### config.mk
export PLATFORM = sky130hd
export DESIGN_NAME = alu_operand_stage
export DESIGN_NICKNAME = d
export VERILOG_FILES = /design/src/rtl/alu16_pkg.sv /design/src/rtl/reg_file16.sv /design/src/rtl/alu_operand_stage.sv
export SDC_FILE = /design/constraint.sdc
export NUM_CORES = 1
export LEC_CHECK = 0
export ABC_CLOCK_PERIOD_IN_PS = 5180
export BUFFER_PORTS_ARGS = -buffer_cell sky130_fd_sc_hd__buf_2
export CORE_ASPECT_RATIO = 1.4
export CORE_MARGIN = 2
export CORE_UTILIZATION = 25
export CTS_BUF_LIST = sky130_fd_sc_hd__clkbuf_4 sky130_fd_sc_hd__clkbuf_8
export DETAILED_ROUTE_END_ITERATION = 12
export GPL_ROUTABILITY_DRIVEN = 1
export GPL_TIMING_DRIVEN = 1
export PLACE_DENSITY = 0.49
export SYNTH_ARGS = -nofsm -noshare
export SYNTH_HDL_FRONTEND = slang
export SYNTH_SLANG_ARGS = --single-unit
### constraint.sdc
create_clock -name clk -period 5.18 [get_ports clk]
set_clock_uncertainty 0.15 [all_clocks]
set_input_delay 1.036 -clock clk [delete_from_list [all_inputs] [get_ports clk]]
set_output_delay 1.036 -clock clk [all_outputs]
set_load 0.02 [all_outputs]
### src/rtl/alu16_pkg.sv
// Shared definitions for the 16-bit ALU and its operand stage.
// Opcode map and datapath widths.
package alu16_pkg;

    localparam int REG_ADDR_W = 4;
    localparam int DATA_W     = 16;

    localparam logic [3:0] OP_AND       = 4'd0;
    localparam logic [3:0] OP_OR        = 4'd1;
    localparam logic [3:0] OP_ADD       = 4'd2;
    localparam logic [3:0] OP_SUB       = 4'd3;
    localparam logic [3:0] OP_XOR       = 4'd4;
    localparam logic [3:0] OP_NOR       = 4'd5;
    localparam logic [3:0] OP_NAND      = 4'd6;
    localparam logic [3:0] OP_SLT       = 4'd7;
    localparam logic [3:0] OP_MAX_VALID = 4'd7;

endpackage

### src/rtl/reg_file16.sv
// General register file: two read ports, one write port.
// r0 reads as zero; a same-cycle write is bypassed to the reads.
module reg_file16
    import alu16_pkg::*;
#(
    parameter int NREGS = 16
) (
    input  logic                  clk,
    input  logic                  rst,
    input  logic                  we,
    input  logic [REG_ADDR_W-1:0] waddr,
    input  logic [DATA_W-1:0]     wdata,
    input  logic [REG_ADDR_W-1:0] raddr_a,
    input  logic [REG_ADDR_W-1:0] raddr_b,
    output logic [DATA_W-1:0]     rdata_a,
    output logic [DATA_W-1:0]     rdata_b
);

    logic [DATA_W-1:0] regs [NREGS];
    logic              wr;

    assign wr = we && (waddr != '0);

    always_ff @(posedge clk) begin
        if (rst) begin
            for (int i = 0; i < NREGS; i++) begin
                regs[i] <= '0;
            end
        end else if (wr) begin
            regs[waddr] <= wdata;
        end
    end

    always_comb begin
        rdata_a = '0;
        rdata_b = '0;
        if (wr && (waddr == raddr_a)) begin
            rdata_a = wdata;
        end else if (raddr_a != '0) begin
            rdata_a = regs[raddr_a];
        end
        if (wr && (waddr == raddr_b)) begin
            rdata_b = wdata;
        end else if (raddr_b != '0) begin
            rdata_b = regs[raddr_b];
        end
    end

endmodule

### src/rtl/alu_operand_stage.sv
// Operand fetch ahead of the 16-bit ALU: register read, immediate,
// bypass, and a one-entry valid/ready output register.
module alu_operand_stage
    import alu16_pkg::*;
#(
    parameter int NREGS = 16,
    parameter int IMM_W = 8
) (
    input  logic                  clk,
    input  logic                  rst,
    input  logic                  in_valid,
    output logic                  in_ready,
    input  logic [REG_ADDR_W-1:0] rs_addr,
    input  logic [REG_ADDR_W-1:0] rt_addr,
    input  logic [IMM_W-1:0]      imm,
    input  logic                  use_imm,
    input  logic [3:0]            op_in,
    input  logic [REG_ADDR_W-1:0] dest_in,
    input  logic                  wb_en,
    input  logic [REG_ADDR_W-1:0] wb_addr,
    input  logic [DATA_W-1:0]     wb_data,
    input  logic                  flush,
    output logic                  out_valid,
    input  logic                  out_ready,
    output logic [DATA_W-1:0]     A,
    output logic [DATA_W-1:0]     B,
    output logic [3:0]            op,
    output logic [REG_ADDR_W-1:0] dest_out,
    output logic                  illegal_op
);

    logic [DATA_W-1:0]     rd_a;
    logic [DATA_W-1:0]     rd_b;
    logic [DATA_W-1:0]     imm_sext;
    logic [DATA_W-1:0]     b_next;
    logic [3:0]            op_next;
    logic                  ill_next;
    logic                  accept;
    logic                  wb_live;
    logic                  hit_rs;
    logic                  hit_rt;
    logic [REG_ADDR_W-1:0] rs_q;
    logic [REG_ADDR_W-1:0] rt_q;
    logic                  use_imm_q;

    reg_file16 #(.NREGS(NREGS)) u_rf (
        .clk     (clk),
        .rst     (rst),
        .we      (wb_en),
        .waddr   (wb_addr),
        .wdata   (wb_data),
        .raddr_a (rs_addr),
        .raddr_b (rt_addr),
        .rdata_a (rd_a),
        .rdata_b (rd_b)
    );

    assign in_ready = !flush && (!out_valid || out_ready);
    assign accept   = in_valid && in_ready;
    assign imm_sext = {{(DATA_W-IMM_W){imm[IMM_W-1]}}, imm};
    assign b_next   = use_imm ? imm_sext : rd_b;
    assign ill_next = op_in > OP_MAX_VALID;
    assign op_next  = ill_next ? OP_AND : op_in;

    // Write-back landing on a held source keeps stalled operands fresh.
    assign wb_live = wb_en && (wb_addr != '0);
    assign hit_rs  = wb_live && (wb_addr == rs_q);
    assign hit_rt  = wb_live && (wb_addr == rt_q) && !use_imm_q;

    always_ff @(posedge clk) begin
        if (rst) begin
            out_valid  <= 1'b0;
            A          <= '0;
            B          <= '0;
            op         <= '0;
            dest_out   <= '0;
            illegal_op <= 1'b0;
            rs_q       <= '0;
            rt_q       <= '0;
            use_imm_q  <= 1'b0;
        end else if (flush) begin
            out_valid <= 1'b0;
        end else if (accept) begin
            out_valid  <= 1'b1;
            A          <= rd_a;
            B          <= b_next;
            op         <= op_next;
            dest_out   <= dest_in;
            illegal_op <= ill_next;
            rs_q       <= rs_addr;
            rt_q       <= rt_addr;
            use_imm_q  <= use_imm;
        end else if (out_valid && out_ready) begin
            out_valid <= 1'b0;
        end else if (out_valid) begin
            if (hit_rs) A <= wb_data;
            if (hit_rt) B <= wb_data;
        end
    end

endmodule

==> results of run 1 <==
==> worst max path at each step <==
stage | start | endpoint | slack [ps] | depth (start not counted)
floorplan | rt_addr[2] | B[15] | 2160 | 6
global placement | rs_addr[0] | A[15] | 1280 | 6
detailed placement | rs_addr[0] | A[15] | 1280 | 6
CTS | rs_addr[0] | A[15] | 1940 | 6
global route | rs_addr[0] | A[15] | 1770 | 6
finish | rs_addr[0] | A[15] | 1960 | 6
==> critical path: cells and delay by family <==
kind | cells | cell delay, ps
buf+inv | 2 | 1090
mux | 2 | 1020
compound gates | 1 | 280
simple gates | 1 | 90
==> Yosys cell counts (8+ instances only) <==
master / n / share of area
a22oi_1: 14 / 0.0066
nor3_1: 28 / 0.0088
and2_1: 241 / 0.094
mux2i_1: 28 / 0.018
a21oi_1: 25 / 0.0078
edfxtp_1: 256 / 0.48
a21o_1: 8 / 0.0038
mux4_2: 139 / 0.20
a221oi_1: 14 / 0.0077
nor2_1: 60 / 0.014
buf_2: 17 / 0.0053
dfxtp_1: 51 / 0.064
clkbuf_1: 56 / 0.013
or2_2: 15 / 0.0059
a221oi_2: 11 / 0.010
nand2_1: 46 / 0.011
xnor2_1: 12 / 0.0066
==> per-stage QoR <==
step / instance area, sq um / hold slack (ps)
floorplan: 16000 / 287
global placement: 17400 / 288
detailed placement: 17400 / 293
CTS: 18300 / 303
global route: 18300 / 322
finish: 18300 / 298
==> logic make-up after synthesis <==
| logic type | Yosys count |
|---|---|
| AOI/OAI and AO/OA | 107 |
| buffers and inverters | 97 |
| DFF | 307 |
| xor gates and xnor gates | 16 |
| and+or+nand+nor | 414 |
| other | 1 |
| muxes | 167 |
==> state kept, by name, indices dropped and copies added, names as in the netlist <==
name,flops
op,4
u_rf.regs,256
rt_q,4
rs_q,4
out_valid,1
A,16
dest_out,4
use_imm_q,1
illegal_op,1
B,16
==> report_power, final <==
| group | switching [uW] | internal, uW |
|---|---|---|
| registers | 85.6 | 2820 |
| clock network | 962 | 1070 |
| logic | 435 | 313 |
| total | 1480 | 4200 |
==> cell type report <==
cell class / count / area, sq um
Antenna cell: 1 / 2.50
Clock buffer: 76 / 883
Clock inverter: 4 / 20.0
Fill cell: 6336 / 44900
Inverter: 2 / 7.51
Multi-Input combinational cell: 720 / 6890
Sequential cell: 307 / 8710
Tap cell: 832 / 1040
Timing Repair Buffer: 126 / 736
==> metal layers <==
layer  share of wire  track usage  vias up
met5         0.00067            0        -
met4           0.040       0.0734        6
met3           0.059       0.0264      132
met2            0.54        0.315      423
met1            0.36        0.185     5368
li1                -            -     4424
==> out/qor.yml, run 1 <==
sta:
  period_needed_ps: 3220
  worstMarginPinSlew_ps: 1190
  rsz0062_at_grt: "false"
  finalHoldViolCount: 0
  slew_headroom: 0.206
  maxSlewViolCount: 0
  finalSetupViolations: 0
  finalSetupTns_ps: 0
  fmax_mhz: 310
  post-route-period-util: 0.622
  worst_slack_ps: 1960
layout:
  syn_to_final_growth_pct: 14.4
  final_core_util: 0.290
  fin_cells: 2068
  nets: 1252
  layout_commonest_cell: "edfxtp_1"
  final_cell_mix: "256 x edfxtp_1, 241 x and2_1, 139 x mux4_2"
  drive_above_1_share: 0.314
worst_setup_path:
  r2r_start: "out_valid"
  slowest_delay_ps: 640
  r2r_end: "A[9]"
  arrival_ps: 3540
  crit_type: "in2reg"
  cp-end-kind: "flip-flop"
  path_cells: "buf_4 -> buf_4 -> mux4_2 -> mux4_2 -> a221oi_1 -> nor3_1"
  crit_required_ps: 5500
  rr_worst_depth: 6
  worstSetupStartpointType: "input port"
  critPathMaxFanout: 41
  r2r_slack_ps: 2410
  cpMaxStageDelayCell: "buf_4"
synth:
  synth-simple-area-share: 0.145
  yosys_warnings: 0
  syn_area_sq_um: 16000
  synth_top_family_by_area: "multiplexers"
  yosysSeqAreaShare: 0.545
  synth_compound_area_frac: 0.0572
  syn_inst: 1109
  ys_ff_latch: 307
  synth_edf_count: 256
  syn_avg_cell_area_sq_um: 14.4
  synthMuxAreaShare: 0.213
  ys_types: 46
  synthFlopType: "edfxtp_1"
  postSynth.asyncResetShare: 0
  synth-xor-area-share: 0.00877
  synth_fa_ha_area_frac: 0
run_status:
  status: "complete, no violations"
cts:
  cts.sinks: 307
  clk_path_buf_depth: 3
  cts_tree: "yes"
  cts_root_buf: "clkbuf_8"
  hold_buffers: 0
  htreeDepth: 2
  clock_latency_ps: 590
  numCtsBuffers: 44
  cts_resized: 0
  clk_pin_slew_ps: 70
  postCtsSetupBuffers: 0
die:
  die-area_sq_um: 66000
  core_sq_um: 63100
  start_util: 0.253
  row_count: 109
  die_w_microns: 218
  chipHeight_microns: 303
  io_pins: 94
worst_hold_path:
  hold_class: "reg2reg"
  hold_path_startpoint: "op[0]"
  min_to: "op[0]"
  hold_depth: 2
grt:
  grt_usage: 0.168
  grt_overflow: 0
  grt_pass1_vias: 10818
  antenna_found_initial: 7
  grt_max_degree: 45
  grt_pass1_wl_microns: 78500
power_and_ir_drop:
  p_leak_uw: 0.00636
  ir_drop_mv: 0.146
  power.total_uw: 5680
  p_per_area_nw_per_um2: 311
drt:
  final_antenna_net_count: 0
  vias: 10353
  drtIter0Drc: 765
  avgViaCountPerCell: 5.01
  drc: 0
  routedWlPerCell_microns: 26.6
  first_pass_iters: 5
  routed_wl_microns: 55000
place:
  hpwl_microns: 34800
  gp_congestion: 0.802
  dp.cells: 1987
  dp_worst_setup_slack_ps: 1280
  io_buffers: 93
job:
  maxCapViolCount: 0
Note: power is estimated with default switching activity, not from simulation.
==> run 2, diff against run 1 <==
--- a/config.mk
+++ b/config.mk
@@ -5,7 +5,7 @@
 export SDC_FILE = /design/constraint.sdc
 export NUM_CORES = 1
 export LEC_CHECK = 0
-export ABC_CLOCK_PERIOD_IN_PS = 5180
+export ABC_CLOCK_PERIOD_IN_PS = 3400
 export BUFFER_PORTS_ARGS = -buffer_cell sky130_fd_sc_hd__buf_2
 export CORE_ASPECT_RATIO = 1.4
 export CORE_MARGIN = 2
==> constraint.sdc (replaced) <==
create_clock -name clk -period 3.4 [get_ports clk]
set_clock_uncertainty 0.15 [all_clocks]
set_input_delay 0.68 -clock clk [delete_from_list [all_inputs] [get_ports clk]]
set_output_delay 0.68 -clock clk [all_outputs]
set_load 0.02 [all_outputs]
==> run 2 against run 1 <==
Cell count rose by 1.5%; cell area increased by 2.0%; combinational power is 59% higher; worst hold slack got worse by 150 ps; first-iteration DRC count is 7.3% lower; non-clock buffer count is 27 higher; count of clock-buffer cells in the layout shrank 8; critical path type unchanged; global-route usage is 0.63 points lower; routed wire length shrank 3.1%; via count rose by 0.42%; flip-flop and latch count stayed put.
==> out/qor.yml, run 2 (synthesis gave the netlist of run 1 again) <==
run_status:
  status: "complete, no violations"
cts:
  clk_path_buf_depth: 3  # unchanged
  cts_tree: "yes"
  clock_latency_ps: 620  # +30 ps
  clk_pin_slew_ps: 70  # about the same
  htreeDepth: 2  # unchanged
  numCtsBuffers: 46  # +4.5%
  postCtsSetupBuffers: 0  # unchanged
  cts.sinks: 307  # unchanged
  cts_resized: 0  # unchanged
  hold_buffers: 0  # unchanged
  cts_root_buf: "clkbuf_8"
layout:
  syn_to_final_growth_pct: 16.6
  nets: 1281  # +2.3%
  layout_commonest_cell: "edfxtp_1"
  final_cell_mix: "256 x edfxtp_1, 241 x and2_1, 139 x mux4_2"
  fin_cells: 2100  # +1.5%
  reg_top3: "u_rf.regs (256), A (16), B (16)"
  largest_reg_flops: 256  # unchanged
  regMostFlops: "u_rf.regs"
  drive_above_1_share: 0.323  # +0.00864
grt:
  grt_pass1_vias: 10857  # +0.36%
  antenna_found_initial: 5  # -2
  grt_usage: 0.161  # -0.00627
  grt_pass1_wl_microns: 77000  # -2.0%
  grt_max_degree: 64  # +42%
  grt_overflow: 0  # unchanged
worst_hold_path:
  hold_depth: 3  # +1
  hold_path_startpoint: "dest_in[3]"
  min_to: "dest_out[3]"
  hold_class: "in2reg"
sta:
  maxSlewViolCount: 0  # unchanged
  slew_headroom: 0.439  # +0.233
  finalSetupTns_ps: 0  # unchanged
  post-route-period-util: 0.750
  worstMarginPinSlew_ps: 841  # -349 ps
  rsz0062_at_grt: "false"
  finalSetupViolations: 0  # unchanged
  fmax_mhz: 392
  period_needed_ps: 2550
  finalHoldViolCount: 0  # unchanged
drt:
  drc: 0  # unchanged
  final_antenna_net_count: 0  # unchanged
  routedWlPerCell_microns: 25.4  # -4.6%
  avgViaCountPerCell: 4.95  # -1.1%
  drtIter0Drc: 709  # -7.3%
  routed_wl_microns: 53300  # -3.1%
  first_pass_iters: 5  # unchanged
  vias: 10396  # +0.42%
place:
  hpwl_microns: 36000  # +3.4%
  io_buffers: 93  # unchanged
  dp.cells: 2014  # +1.4%
  gp_congestion: 0.812  # +1.3%
power_and_ir_drop:
  power.internal_uw: 6360  # +51%
  power.switching_uw: 2320  # +56%
  p_clk_frac: 0.354  # -0.003
  p_leak_uw: 0.00654  # +2.8%
  seqPwrFrac: 0.509  # -0.002
  combPwrFrac: 0.137  # +0.005
  p_per_area_nw_per_um2: 465  # +50%
  ir_drop_mv: 0.265  # +82%
  p_sw_frac: 0.267  # +0.00607
worst_setup_path:
  worstSetupStartpointType: "input port"
  r2r_slack_ps: 1010  # -1400 ps
  rr_worst_depth: 6  # unchanged
  crit_required_ps: 3710  # -1790 ps
  r2r_start: "out_valid"
  cp-end-kind: "flip-flop"
  critPathMaxFanout: 21  # -49%
  crit_type: "in2reg"
  r2r_end: "B[9]"
  arrival_ps: 2860  # -680 ps
die:
  core_sq_um: 63100  # unchanged
  chipHeight_microns: 303  # unchanged
  die-area_sq_um: 66000  # unchanged
  die_w_microns: 218  # unchanged
  io_pins: 94  # unchanged
  start_util: 0.253  # unchanged
  row_count: 109  # unchanged
job:
  maxCapViolCount: 0  # unchanged
[run 2: cell types whose count changed in the layout (fill, tap and decap cells not counted)]
cell / before / now
buf_12: 1 / 14
buf_4: 36 / 50
clkbuf_4: 26 / 19
clkbuf_8: 50 / 49
clkinv_1: 0 / 11
inv_6: 0 / 2
[run 2: worst max path at each step]
stage | to | slack (ps) | depth (start not counted) | startpoint
floorplan | B[15] | 730 | 6 | rt_addr[2]
global placement | A[11] | 170 | 6 | rs_addr[0]
detailed placement | A[11] | 170 | 6 | rs_addr[0]
CTS | in_ready | 810 | 3 | out_valid
global route | A[11] | 750 | 6 | rs_addr[0]
finish | A[11] | 850 | 6 | rs_addr[0]
[run 2: cell type report]
class / instances / area (sq um)
diodes: 1 / 2.50
inverters: 2 / 7.51
fillers: 6331 / 44500
multi-input cells: 720 / 6890
clock inverters: 17 / 78.8
well taps: 832 / 1040
flip-flops and latches: 307 / 8710
repair buffers: 153 / 1100
clock buffers: 68 / 817
[run 2: routing by layer]
metal / up-vias / track usage / routed length, microns
met5: - / 0 / 31
met4: 6 / 0.0618 / 1880
met3: 123 / 0.0217 / 2670
met2: 378 / 0.313 / 29300
met1: 5390 / 0.176 / 19400
li1: 4499 / - / -
[run 2: per-stage QoR]
step	worst slack [ps]	total power [uW]	instance area, sq um	util	hold WS [ps]
finish	849	8680	18600	0.295	153
global route	755	8990	18600	0.295	138
CTS	806	8780	18600	0.295	112
detailed placement	173	5690	17700	0.281	293
global placement	174	5680	17700	0.281	288
floorplan	733	5210	16000	-	287
[run 2: worst max-delay path, stage by stage]
cell and delay [ps]:
buf_4 400, buf_12 260, mux4_2 540, mux4_2 500, a221oi_2 360, nor3_1 80
[run 2: power groups by stage]
stage	registers (uW)	clock network (uW)	logic, uW
after floorplan	4480	0	727
after global placement	4490	0	1190
after detailed placement	4500	0	1200
after CTS	4420	3160	1200
after global routing	4440	3290	1260
final	4420	3070	1190
